### config.mk
export PLATFORM = sky130hd
export DESIGN_NAME = ni_packetizer
export DESIGN_NICKNAME = d
export VERILOG_FILES = /design/src/rtl/ni_packetizer_pkg.sv /design/src/rtl/ni_packetizer_credit_counter.sv /design/src/rtl/ni_packetizer.sv
export SDC_FILE = /design/constraint.sdc
export NUM_CORES = 1
export LEC_CHECK = 0
export CAP_MARGIN = 30
export CELL_PAD_IN_SITES_DETAIL_PLACEMENT = 1
export CELL_PAD_IN_SITES_GLOBAL_PLACEMENT = 2
export CORE_UTILIZATION = 28
export DETAILED_ROUTE_END_ITERATION = 8
export PLACE_DENSITY = 0.89
export SKIP_CTS_REPAIR_TIMING = 1
export SYNTH_ARGS = -nofsm -noshare
export SYNTH_HDL_FRONTEND = slang
export SYNTH_SLANG_ARGS = --single-unit
### constraint.sdc
create_clock -name clk -period 3.35 [get_ports clk]
set_input_delay 0.8375 -clock clk [delete_from_list [all_inputs] [get_ports clk]]
set_output_delay 0.8375 -clock clk [all_outputs]
set_load 0.05 [all_outputs]
### src/rtl/ni_packetizer_pkg.sv
// ni_packetizer_pkg: mesh geometry, flit/FSM types and head-flit field helpers
package ni_packetizer_pkg;

    localparam int MESH_WIDTH  = 3;
    localparam int MESH_HEIGHT = 3;
    localparam int MESH_DEPTH  = 3;
    localparam int XW    = $clog2(MESH_WIDTH);
    localparam int YW    = $clog2(MESH_HEIGHT);
    localparam int ZW    = $clog2(MESH_DEPTH);
    localparam int POS_W = XW + YW + ZW;

    typedef struct packed {
        logic [ZW-1:0] z;
        logic [YW-1:0] y;
        logic [XW-1:0] x;
    } position_t;

    typedef enum logic [1:0] {
        FT_BODY      = 2'd0,
        FT_HEAD      = 2'd1,
        FT_TAIL      = 2'd2,
        FT_HEAD_TAIL = 2'd3
    } flit_type_t;

    typedef enum logic [1:0] {
        S_IDLE,
        S_HEAD,
        S_BODY
    } state_t;

    // Route field of a head flit: dest in the low POS_W bits, source above it.
    function automatic logic [2*POS_W-1:0] pack_route(position_t dest, position_t src);
        return {src, dest};
    endfunction

    function automatic position_t route_dest(logic [2*POS_W-1:0] r);
        return r[POS_W-1:0];
    endfunction

    function automatic position_t route_src(logic [2*POS_W-1:0] r);
        return r[2*POS_W-1:POS_W];
    endfunction

    function automatic logic pos_in_range(position_t p);
        return (32'(p.x) < MESH_WIDTH) && (32'(p.y) < MESH_HEIGHT) && (32'(p.z) < MESH_DEPTH);
    endfunction

endpackage

### src/rtl/ni_packetizer_credit_counter.sv
// credit_counter: saturating credit count with nonzero flag and sticky overflow
module credit_counter #(
    parameter  int CREDITS = 4,
    localparam int CW      = $clog2(CREDITS + 1)
) (
    input  logic          clk,
    input  logic          rst_n,
    input  logic          inc_i,
    input  logic          dec_i,
    output logic [CW-1:0] count_o,
    output logic          nonzero_o,
    output logic          ovf_o
);

    logic [CW-1:0] count_q;
    logic          ovf_q;

    // A return while already full saturates and latches overflow; inc+dec cancel.
    always_ff @(posedge clk or negedge rst_n) begin
        if (!rst_n) begin
            count_q <= CW'(CREDITS);
            ovf_q   <= 1'b0;
        end else if (inc_i && !dec_i) begin
            if (count_q == CW'(CREDITS)) ovf_q <= 1'b1;
            else count_q <= count_q + CW'(1);
        end else if (dec_i && !inc_i) begin
            count_q <= count_q - CW'(1);
        end
    end

    assign count_o   = count_q;
    assign nonzero_o = count_q != '0;
    assign ovf_o     = ovf_q;

endmodule

### src/rtl/ni_packetizer.sv
// ni_packetizer: turns local message requests into credit-gated head/body/tail flits
module ni_packetizer
    import ni_packetizer_pkg::*;
#(
    parameter  int PAYLOAD_W = 32,
    parameter  int MAX_LEN   = 8,
    parameter  int CREDITS   = 4,
    localparam int LEN_W     = $clog2(MAX_LEN + 1),
    localparam int FLIT_W    = PAYLOAD_W + 2
) (
    input  logic                 clk,
    input  logic                 rst_n,
    input  position_t            my_pos,
    input  logic                 req_valid,
    output logic                 req_ready,
    input  position_t            req_dest,
    input  logic [LEN_W-1:0]     req_len,
    input  logic                 pld_valid,
    output logic                 pld_ready,
    input  logic [PAYLOAD_W-1:0] pld_data,
    output logic                 flit_valid,
    output logic [FLIT_W-1:0]    flit_data,
    input  logic                 credit_in,
    output logic                 err_dest,
    output logic                 err_credit_ovf
);

    localparam int CW = $clog2(CREDITS + 1);

    state_t                state_q;
    position_t             dest_q;
    logic [LEN_W-1:0]      len_q, rem_q;
    logic                  flit_valid_q, err_dest_q, live_q;
    logic [FLIT_W-1:0]     flit_data_q;
    logic [CW-1:0]         cr_count;
    logic                  cr_nz, issue, req_ok;
    logic [PAYLOAD_W-1:0]  head_data;

    credit_counter #(.CREDITS(CREDITS)) u_credits (
        .clk      (clk),
        .rst_n    (rst_n),
        .inc_i    (credit_in),
        .dec_i    (issue),
        .count_o  (cr_count),
        .nonzero_o(cr_nz),
        .ovf_o    (err_credit_ovf)
    );

    // live_q keeps req_ready low while reset is asserted even though the FSM sits in IDLE.
    assign req_ready = live_q && state_q == S_IDLE;
    assign pld_ready = state_q == S_BODY && cr_nz;
    assign issue     = cr_nz && (state_q == S_HEAD || (state_q == S_BODY && pld_valid));
    assign req_ok    = pos_in_range(req_dest) && req_len <= LEN_W'(MAX_LEN);
    assign head_data = PAYLOAD_W'({len_q, pack_route(dest_q, my_pos)});

    // Request/head/body sequencing with registered flit and error outputs.
    always_ff @(posedge clk or negedge rst_n) begin
        if (!rst_n) begin
            state_q      <= S_IDLE;
            dest_q       <= '0;
            len_q        <= '0;
            rem_q        <= '0;
            flit_valid_q <= 1'b0;
            flit_data_q  <= '0;
            err_dest_q   <= 1'b0;
            live_q       <= 1'b0;
        end else begin
            live_q       <= 1'b1;
            flit_valid_q <= issue;
            err_dest_q   <= 1'b0;
            case (state_q)
                S_IDLE: if (req_valid && req_ready) begin
                    dest_q <= req_dest;
                    len_q  <= req_len;
                    rem_q  <= req_len;
                    if (req_ok) state_q <= S_HEAD;
                    else err_dest_q <= 1'b1;
                end
                S_HEAD: if (cr_nz) begin
                    flit_data_q <= {(len_q == '0) ? FT_HEAD_TAIL : FT_HEAD, head_data};
                    state_q     <= (len_q == '0) ? S_IDLE : S_BODY;
                end
                S_BODY: if (issue) begin
                    flit_data_q <= {(rem_q == LEN_W'(1)) ? FT_TAIL : FT_BODY, pld_data};
                    rem_q       <= rem_q - LEN_W'(1);
                    if (rem_q == LEN_W'(1)) state_q <= S_IDLE;
                end
                default: state_q <= S_IDLE;
            endcase
        end
    end

    assign flit_valid = flit_valid_q;
    assign flit_data  = flit_data_q;
    assign err_dest   = err_dest_q;

    // The flag and the count come from the same register and must always agree.
    a_cr_nz: assert property (@(posedge clk) disable iff (!rst_n) cr_nz == (cr_count != '0));

endmodule

After elaboration in Yosys (flattened, before gate mapping)

Index checks and enable logic that the tools add are counted.

Logic and storage cells: 75
Bits in registers: 57
Output and inout port bits: 39
Input bits: 53

Muxes and demuxes: 21
Add/subtract/negate cells: 3
Order comparisons: 4
Reductions and logical operators: 25
Equal/unequal tests: 10

Operator list:

| operator            | number |
|---|---|
| $mux 34             | 2 |
| $pmux 34 s2         | 1 |
| $mux 2              | 8 |
| $logic_and 1x1->1   | 10 |
| $mux 3              | 3 |
| $mux 4              | 2 |
| $ne 2x2->1 const B  | 4 |
| $pmux 4 s2          | 1 |
| $lt 2x2->1 const B  | 3 |
| $pmux 2 s3          | 1 |
| $reduce_and 2->1    | 3 |
| $reduce_and 3->1    | 2 |
| $reduce_bool 2->1   | 3 |
| $reduce_and 5->1    | 1 |
| $eq 4x1->1 const B  | 1 |
| $le 4x4->1 const B  | 1 |
| $logic_not 4->1     | 1 |
| $ne 2x1->1 const B  | 2 |
| $sub 4x1->4 const B | 1 |
| $add 3x1->3 const B | 1 |
| $eq 3x3->1 const B  | 1 |
| $mux 1              | 3 |
| $reduce_bool 3->1   | 1 |
| $sub 3x1->3 const B | 1 |
| other kinds (5)     | 6 |

Longest topological paths before layout

Gate-level depths: netlist (run 1).

Depth after elaboration: 8
Gate-level depth with buffers: 11
Depth with buffers taken out: 9

Hierarchy

A second synthesis (run 1) with hierarchy kept.

Cell total of the unflattened synthesis: 230
Area total of the unflattened synthesis: 2824.0 um2

By module, submodules not included:

| module         | times used | sequential area each (um2) | area each (um2) | cells each |
|---|---|---|---|---|
| ni_packetizer  | 1          | 1326.3                     | 2529.9          | 199 |
| credit_counter | 1          | 101.3                      | 294.0           | 31 |

Worst setup path before layout (run 1)

No wires, ideal clock.

Path type: flip-flop to output port
From: register state_q[1]
To: output port req_ready
Slack: 0.836 ns
Cell stages (with the launch flop): 3
Buffers on the path: 1
Required time: 2.513 ns
Data arrival time: 1.676 ns
Path through: dfrtp_1 buf_4 nor3b_1

Longest elaborated chain between the ends: 2

RTL lines:

| item                   | line                | RTL |
|---|---|---|
| start, declared        | ni_packetizer.sv:30 | `state_t state_q;` |
| start signal, assigned | ni_packetizer.sv:81 | `state_q <= (len_q == '0) ? S_IDLE : S_BODY;` |
| $logic_not 2->1        | ni_packetizer.sv:50 | `assign req_ready = live_q && state_q == S_IDLE;` |
| $logic_and 1x1->1      | ni_packetizer.sv:50 |  |
| end, declared          | ni_packetizer.sv:15 | `output logic req_ready,` |

Every way passes these cells.

Worst setup path in the final report (run 1)

Ends and elaborated chain as after synthesis.

==> results of run 1 <==
## worst max path at each step
stage,slack [ns],from,depth (start not counted),end
global placement,0.43,pld_valid,10,u_credits.count_o[2]
floorplan,0.84,state_q[1],2,req_ready
detailed placement,0.31,pld_valid,10,u_credits.count_o[2]
global route,0.46,state_q[1],2,req_ready
CTS,0.55,state_q[1],2,req_ready
finish,0.57,state_q[1],2,req_ready
## cell type report
cell class | count | area share
Tap cell | 108 | 0.03554
Clock buffer | 10 | 0.03620
Timing Repair Buffer | 95 | 0.2521
Inverter | 3 | 0.002961
Sequential cell | 57 | 0.3755
Multi-Input combinational cell | 148 | 0.2827
Clock inverter | 6 | 0.01514
## cell usage in the layout, fill, tap and decap left out, types with 3 or more instances in the layout
cell / synthesis / final
nor2_1: 25 / 25
clkdlybuf4s50_1: 0 / 89
o21ai_0: 9 / 9
a22o_1: 16 / 16
dfrtp_1: 56 / 56
mux2_2: 10 / 10
clkinv_2: 0 / 4
nor3_1: 3 / 3
a21oi_1: 23 / 23
nor3b_1: 3 / 3
buf_4: 5 / 3
mux2i_1: 16 / 16
nand2_1: 7 / 7
clkbuf_8: 0 / 10
## per-layer routing
metal | track usage | vias up | wire (µm)
li1 | - | 983 | -
met1 | 0.1994 | 1073 | 3150
met2 | 0.2416 | 57 | 3351
met3 | 0.03972 | 14 | 303
met4 | 0.07692 | 0 | 172
met5 | 0 | - | 0
## per-stage QoR
stage,setup WS [ns],util
after floorplan,0.8364,-
after global placement,0.4292,0.4057
after detailed placement,0.3118,0.4057
after CTS,0.5511,0.4277
after global routing,0.4606,0.4277
final,0.5742,0.4277
## cells in the mapped netlist (2+ instances only)
cell       n
dfrtp_1   56
nor2_1    25
a21oi_1   23
a22o_1    16
mux2i_1   16
mux2_2    10
o21ai_0    9
nand2_1    7
buf_4      5
buf_6      3
nor3_1     3
nor3b_1    3
and2_1     2
buf_2      2
clkbuf_1   2
ha_1       2
inv_1      2
nand2b_1   2
nor4b_1    2
o211ai_1   2
o31ai_1    2
## power breakdown
group | leakage (nW) | internal [mW] | switching (mW) | total, mW
logic | 0.861 | 0.813 | 1.30 | 2.11
clock network | 0.102 | 0.358 | 0.286 | 0.644
registers | 0.680 | 1.00 | 0.243 | 1.25
## cells by family after synthesis
kind of cell,count (synthesis),share of synthesized area
buf+inv,16,0.04123
flops,57,0.5470
mux,26,0.1045
fa+ha+maj,3,0.01726
other cells,1,0.001437
simple gates,55,0.1213
xor+xnor,1,0.003356
compound gates,62,0.1639
## critical path, delay by kind of cell (launching register included)
family | cells | cell delay, ns
flip-flops | 1 | 0.52
buffers and inverters | 1 | 0.83
AND/OR/NAND/NOR | 1 | 0.25
## flip-flops by register name, summed over array words and instances (netlist names)
name,cells
err_dest,1
u_credits.ovf_o,1
dest_q,6
rem_q,4
flit_data,34
state_q,2
len_q,4
u_credits.count_o,3
live_q,1
flit_valid,1
==> metrics.yaml, run 1 <==
floorplanning:
  dieArea_um2: 9711
  die_w_um: 98.55
  initial_utilization: 0.2936
  die_h_um: 98.55
  core_um2: 8891
  fp-row-count: 34
  pin_count: 92
cells_and_area:
  stdcell_area_um2: 3802
  fill_cells: 958
  final_cells: 427
  syn_to_final_growth_pct: 45.69
  final_nets: 370
  multi_input_area_um2: 1075
  seq_area_um2: 1428
  diodes: 0
  drive_gt1_frac: 0.1317
run_status:
  outcome: "complete, but fails checks"
  failed_checks: "design-rule violations"
critical_path:
  start_kind: "register"
  worst-setup-path-type: "reg -> out"
  r2r_start: "u_credits.count_o[1]"
  r2r_end: "u_credits.count_o[2]"
  r2r_cells: 8
  critPathSlowestCell: "clkdlybuf4s50_1"
  critPathArrivalTime_ns: 1.94
  reg2reg_slack_ns: 0.82
  cp.required_ns: 2.51
  path_max_fanout: 9
  critPathCaptureType: "output pin"
  critPathMaxStageDelay_ns: 0.83
  path_cells: "nor3b_1, clkdlybuf4s50_1"
yosys:
  synth_edf_count: 0
  synth-async-reset-ratio: 1.000
  syn-num-nets: 277
  synth.avg_cell_area_um2: 11.81
  netlist_instances: 221
  synth_cell_type_count: 48
  synth_flop_cell: "dfrtp_1"
  netlist_area_um2: 2610
  synth.area.top_cells: "dfrtp_1, mux2i_1, a22o_1"
  ys_ff_latch: 57
  seq_area_frac_synth: 0.5470
  yosysWarnings: 0
  yosys.area.top_type: "dfrtp_1"
  synthDominantCellAreaShare: 0.5369
grt:
  grt_overflow: 0
  grt_pass1_wl_mm: 11.71
  grt_use_total: 0.1546
  antenna_found_initial: 0
  grt_pass1_vias: 2371
  grt_max_degree: 36
timing:
  finalSetupTns_ns: 0
  finalSetupViolCount: 0
  hold_violations: 0
  rsz0062_at_grt: "no"
  slew_viol_final: 0
  fin_hold_ws_ns: 0.4712
  slew_headroom: 0.5275
  finalCriticalPeriod_ns: 2.776
  tightest_slew_ns: 0.7087
  timing.fmax_mhz: 360.3
  post-route-period-util: 0.8286
  finClkSkew_ns: 0.006657
cts:
  cts-buffers-inserted: 9
  cts_tree: "done"
  ctsHtreeMaxLevel: 3
  root_buffer: "clkbuf_8"
  cts_sinks: 57
  worstSkewPairLatency_ns: 0.34
  path_clk_slew_ns: 0.07
  clk_path_buf_depth: 2
route:
  avgViaCountPerCell: 4.981
  wl_per_cell_um: 16.34
  drt-initial-drc-count: 72
  vias: 2127
  dr.pass1.iters: 6
  ant_nets: 0
  drc: 2
  wirelength_mm: 6.978
power_and_ir_drop:
  power.total_mw: 4.005
  ir_drop_mv: 0.5166
  p_leak_nw: 1.643
  p_per_area_nw_per_um2: 1053
run:
  drv_cap: 0
placement:
  dpl_cell_area_um2: 3607
  dp_hpwl_mm: 4.980
  dp.cells: 411
  gp_congestion: 0.7209
  portBuffers: 91
min_path:
  worstHoldStart: "u_credits.ovf_o"
  hp-class: "reg -> reg"
  holdPathStages: 1
  whs_endpoint: "u_credits.ovf_o"
Power figures use the tool's default switching activity.
==> inputs of run 2 (changes only) <==
Clock period 3.35 ns to 2.63 ns, I/O delays scaled along.
==> run 2 against run 1 <==
Against the previous run: the flow now finishes without violations; global-route usage shrank 0.22 points; clock power grew 30%; clock-buffer cell count grew 1; sequential power grew 25%; final cell count grew 1.4%; register-to-register slack lost 0.46 ns; worst hold slack lost 0.12 ns; design area grew 1.7%; setup slack lost 0.22 ns; via count shrank 1.6%; combinational power grew 31%; sequential cell count is the same.
==> metrics.yaml, run 2 (synthesis results as in run 1) <==
critical_path:
  critPathArrivalTime_ns: 2.52  # +0.58 ns
  r2r_start: "u_credits.count_o[1]"
  cp.required_ns: 2.88  # +0.37 ns
  critPathCaptureType: "register"
  start_kind: "register"
  startpoint: "u_credits.count_o[1]"
  worst-setup-path-type: "reg -> reg"
  path_max_fanout: 7  # -2
  r2r_cells: 8  # unchanged
cts:
  cts_sinks: 57  # unchanged
  clk_path_buf_depth: 2  # unchanged
  ctsHtreeMaxLevel: 3  # unchanged
  path_clk_slew_ns: 0.07  # about the same
  cts-buffers-inserted: 9  # unchanged
  worstSkewPairLatency_ns: 0.33  # about the same
  root_buffer: "clkbuf_8"
  cts_tree: "done"
timing:
  slew_viol_final: 0  # unchanged
  finalSetupTns_ns: 0  # unchanged
  fin_hold_ws_ns: 0.3495  # -0.1216 ns
  slew_headroom: 0.5710  # +0.04349
  tightest_slew_ns: 0.6435  # -0.06524 ns
  finClkSkew_ns: 0.008478  # +0.001821 ns
  finalSetupViolCount: 0  # unchanged
  hold_violations: 0  # unchanged
  rsz0062_at_grt: "no"
  finalCriticalPeriod_ns: 2.273
  timing.fmax_mhz: 439.9
  fin_ws_ns: 0.3567  # -0.2175 ns
  post-route-period-util: 0.8644
cells_and_area:
  largest_reg_flops: 34  # unchanged
  syn_to_final_growth_pct: 48.18
  final_common_cell: "clkdlybuf4s50_1"
  drive_gt1_frac: 0.1508  # +0.01911
  utilization: 0.4350  # +0.007318
  fill_cells: 977  # +2.0%
  layout_common_cells: "clkdlybuf4s50_1, dfrtp_1, nor2_1, a21oi_1"
  final_nets: 376  # +1.6%
  diodes: 0  # unchanged
placement:
  gp_congestion: 0.7156  # -0.74%
  portBuffers: 91  # unchanged
  preCtsSetupSlack_ns: 0.03369  # -0.2781 ns
  dp_hpwl_mm: 5.068  # +1.8%
grt:
  antenna_found_initial: 0  # unchanged
  grt_pass1_vias: 2322  # -2.1%
  grt_use_total: 0.1524  # -0.002199
  grt_overflow: 0  # unchanged
  grt_max_degree: 36  # unchanged
  grt_pass1_wl_mm: 11.53  # -1.5%
floorplanning:
  core_um2: 8891  # unchanged
  fp-row-count: 34  # unchanged
  die_w_um: 98.55  # unchanged
  dieArea_um2: 9711  # unchanged
  pin_count: 92  # unchanged
  initial_utilization: 0.2936  # unchanged
  die_h_um: 98.55  # unchanged
route:
  drc: 0  # -2
  dr.pass1.iters: 6  # unchanged
  wirelength_mm: 6.904  # -1.1%
  ant_nets: 0  # unchanged
  vias: 2094  # -1.6%
  drt-initial-drc-count: 64  # -11%
  avgViaCountPerCell: 4.836  # -2.9%
  wl_per_cell_um: 15.94  # -2.4%
power_and_ir_drop:
  ir_drop_mv: 0.5711  # +11%
  p_per_area_nw_per_um2: 1338  # +27%
  power.total_mw: 5.173  # +29%
  p_leak_nw: 1.683  # +2.5%
run_status:
  outcome: "finished clean"
run:
  drv_cap: 0  # unchanged
min_path:
  hp-class: "in -> async"
run 2: changes by cell type in the layout (fill, tap and decap cells not counted):
| cell | before | now |
|---|---|---|
| buf_12 | 2 | 3 |
| clkinv_2 | 4 | 3 |
| buf_4 | 3 | 9 |
| clkinvlp_4 | 1 | 0 |
| clkdlybuf4s50_1 | 89 | 88 |
| clkbuf_8 | 10 | 11 |
| clkinv_4 | 0 | 1 |
run 2: final timing paths:
check | endpoint | slack (ns)
setup / recovery | u_credits.count_o[2] | 0.36
hold / removal | dest_q[4] | 0.35
setup reg to reg | u_credits.count_o[2] | 0.36
hold reg to reg | u_credits.ovf_o | 0.48
max in group asynchronous | u_credits.count_o[2] | 1.61
min in group clk | u_credits.ovf_o | 0.48
run 2: metal layers:
| layer | global-route usage | share of wire |
|---|---|---|
| met1 | 0.1932 | 0.46 |
| met2 | 0.2486 | 0.48 |
| met3 | 0.03546 | 0.038 |
| met4 | 0.06774 | 0.014 |
| met5 | 0 | 0 |
run 2: per-stage QoR:
stage	area (µm²)	cells
finish	3867	433
global route	3867	433
CTS	3867	433
detailed placement	3662	417
global placement	3662	417
floorplan	2610	221
run 2: critical path, stage by stage (launching register included):
cell	delay, ns
dfrtp_1	0.46
or3_1	0.55
nand2_4	0.11
nand2_1	0.07
fa_1	0.38
or2_2	0.30
nor3_1	0.15
a32oi_1	0.08
o211ai_1	0.09
run 2: layout make-up:
| type | count | area (µm²) | area share |
|---|---|---|---|
| well taps | 108 | 135.1 | 0.03494 |
| clock inverters | 5 | 53.80 | 0.01391 |
| flip-flops and latches | 57 | 1428 | 0.3691 |
| multi-input cells | 148 | 1075 | 0.2779 |
| clock buffers | 11 | 151.4 | 0.03915 |
| inverters | 3 | 11.26 | 0.002912 |
| repair buffers | 101 | 1013 | 0.2621 |
run 2: report_power, final:
part	switching, mW	leakage [nW]	internal, mW
logic	1.69	0.894	1.08
clock network	0.355	0.109	0.486
registers	0.285	0.680	1.28
==> inputs of run 3 (changes only) <==
Settings changed: CTS_CLUSTER_DIAMETER set to 60, HOLD_SLACK_MARGIN set to 0.02.
==> results of run 3 <==
The final DEF is identical to that of run 2; final timing and power are the same.
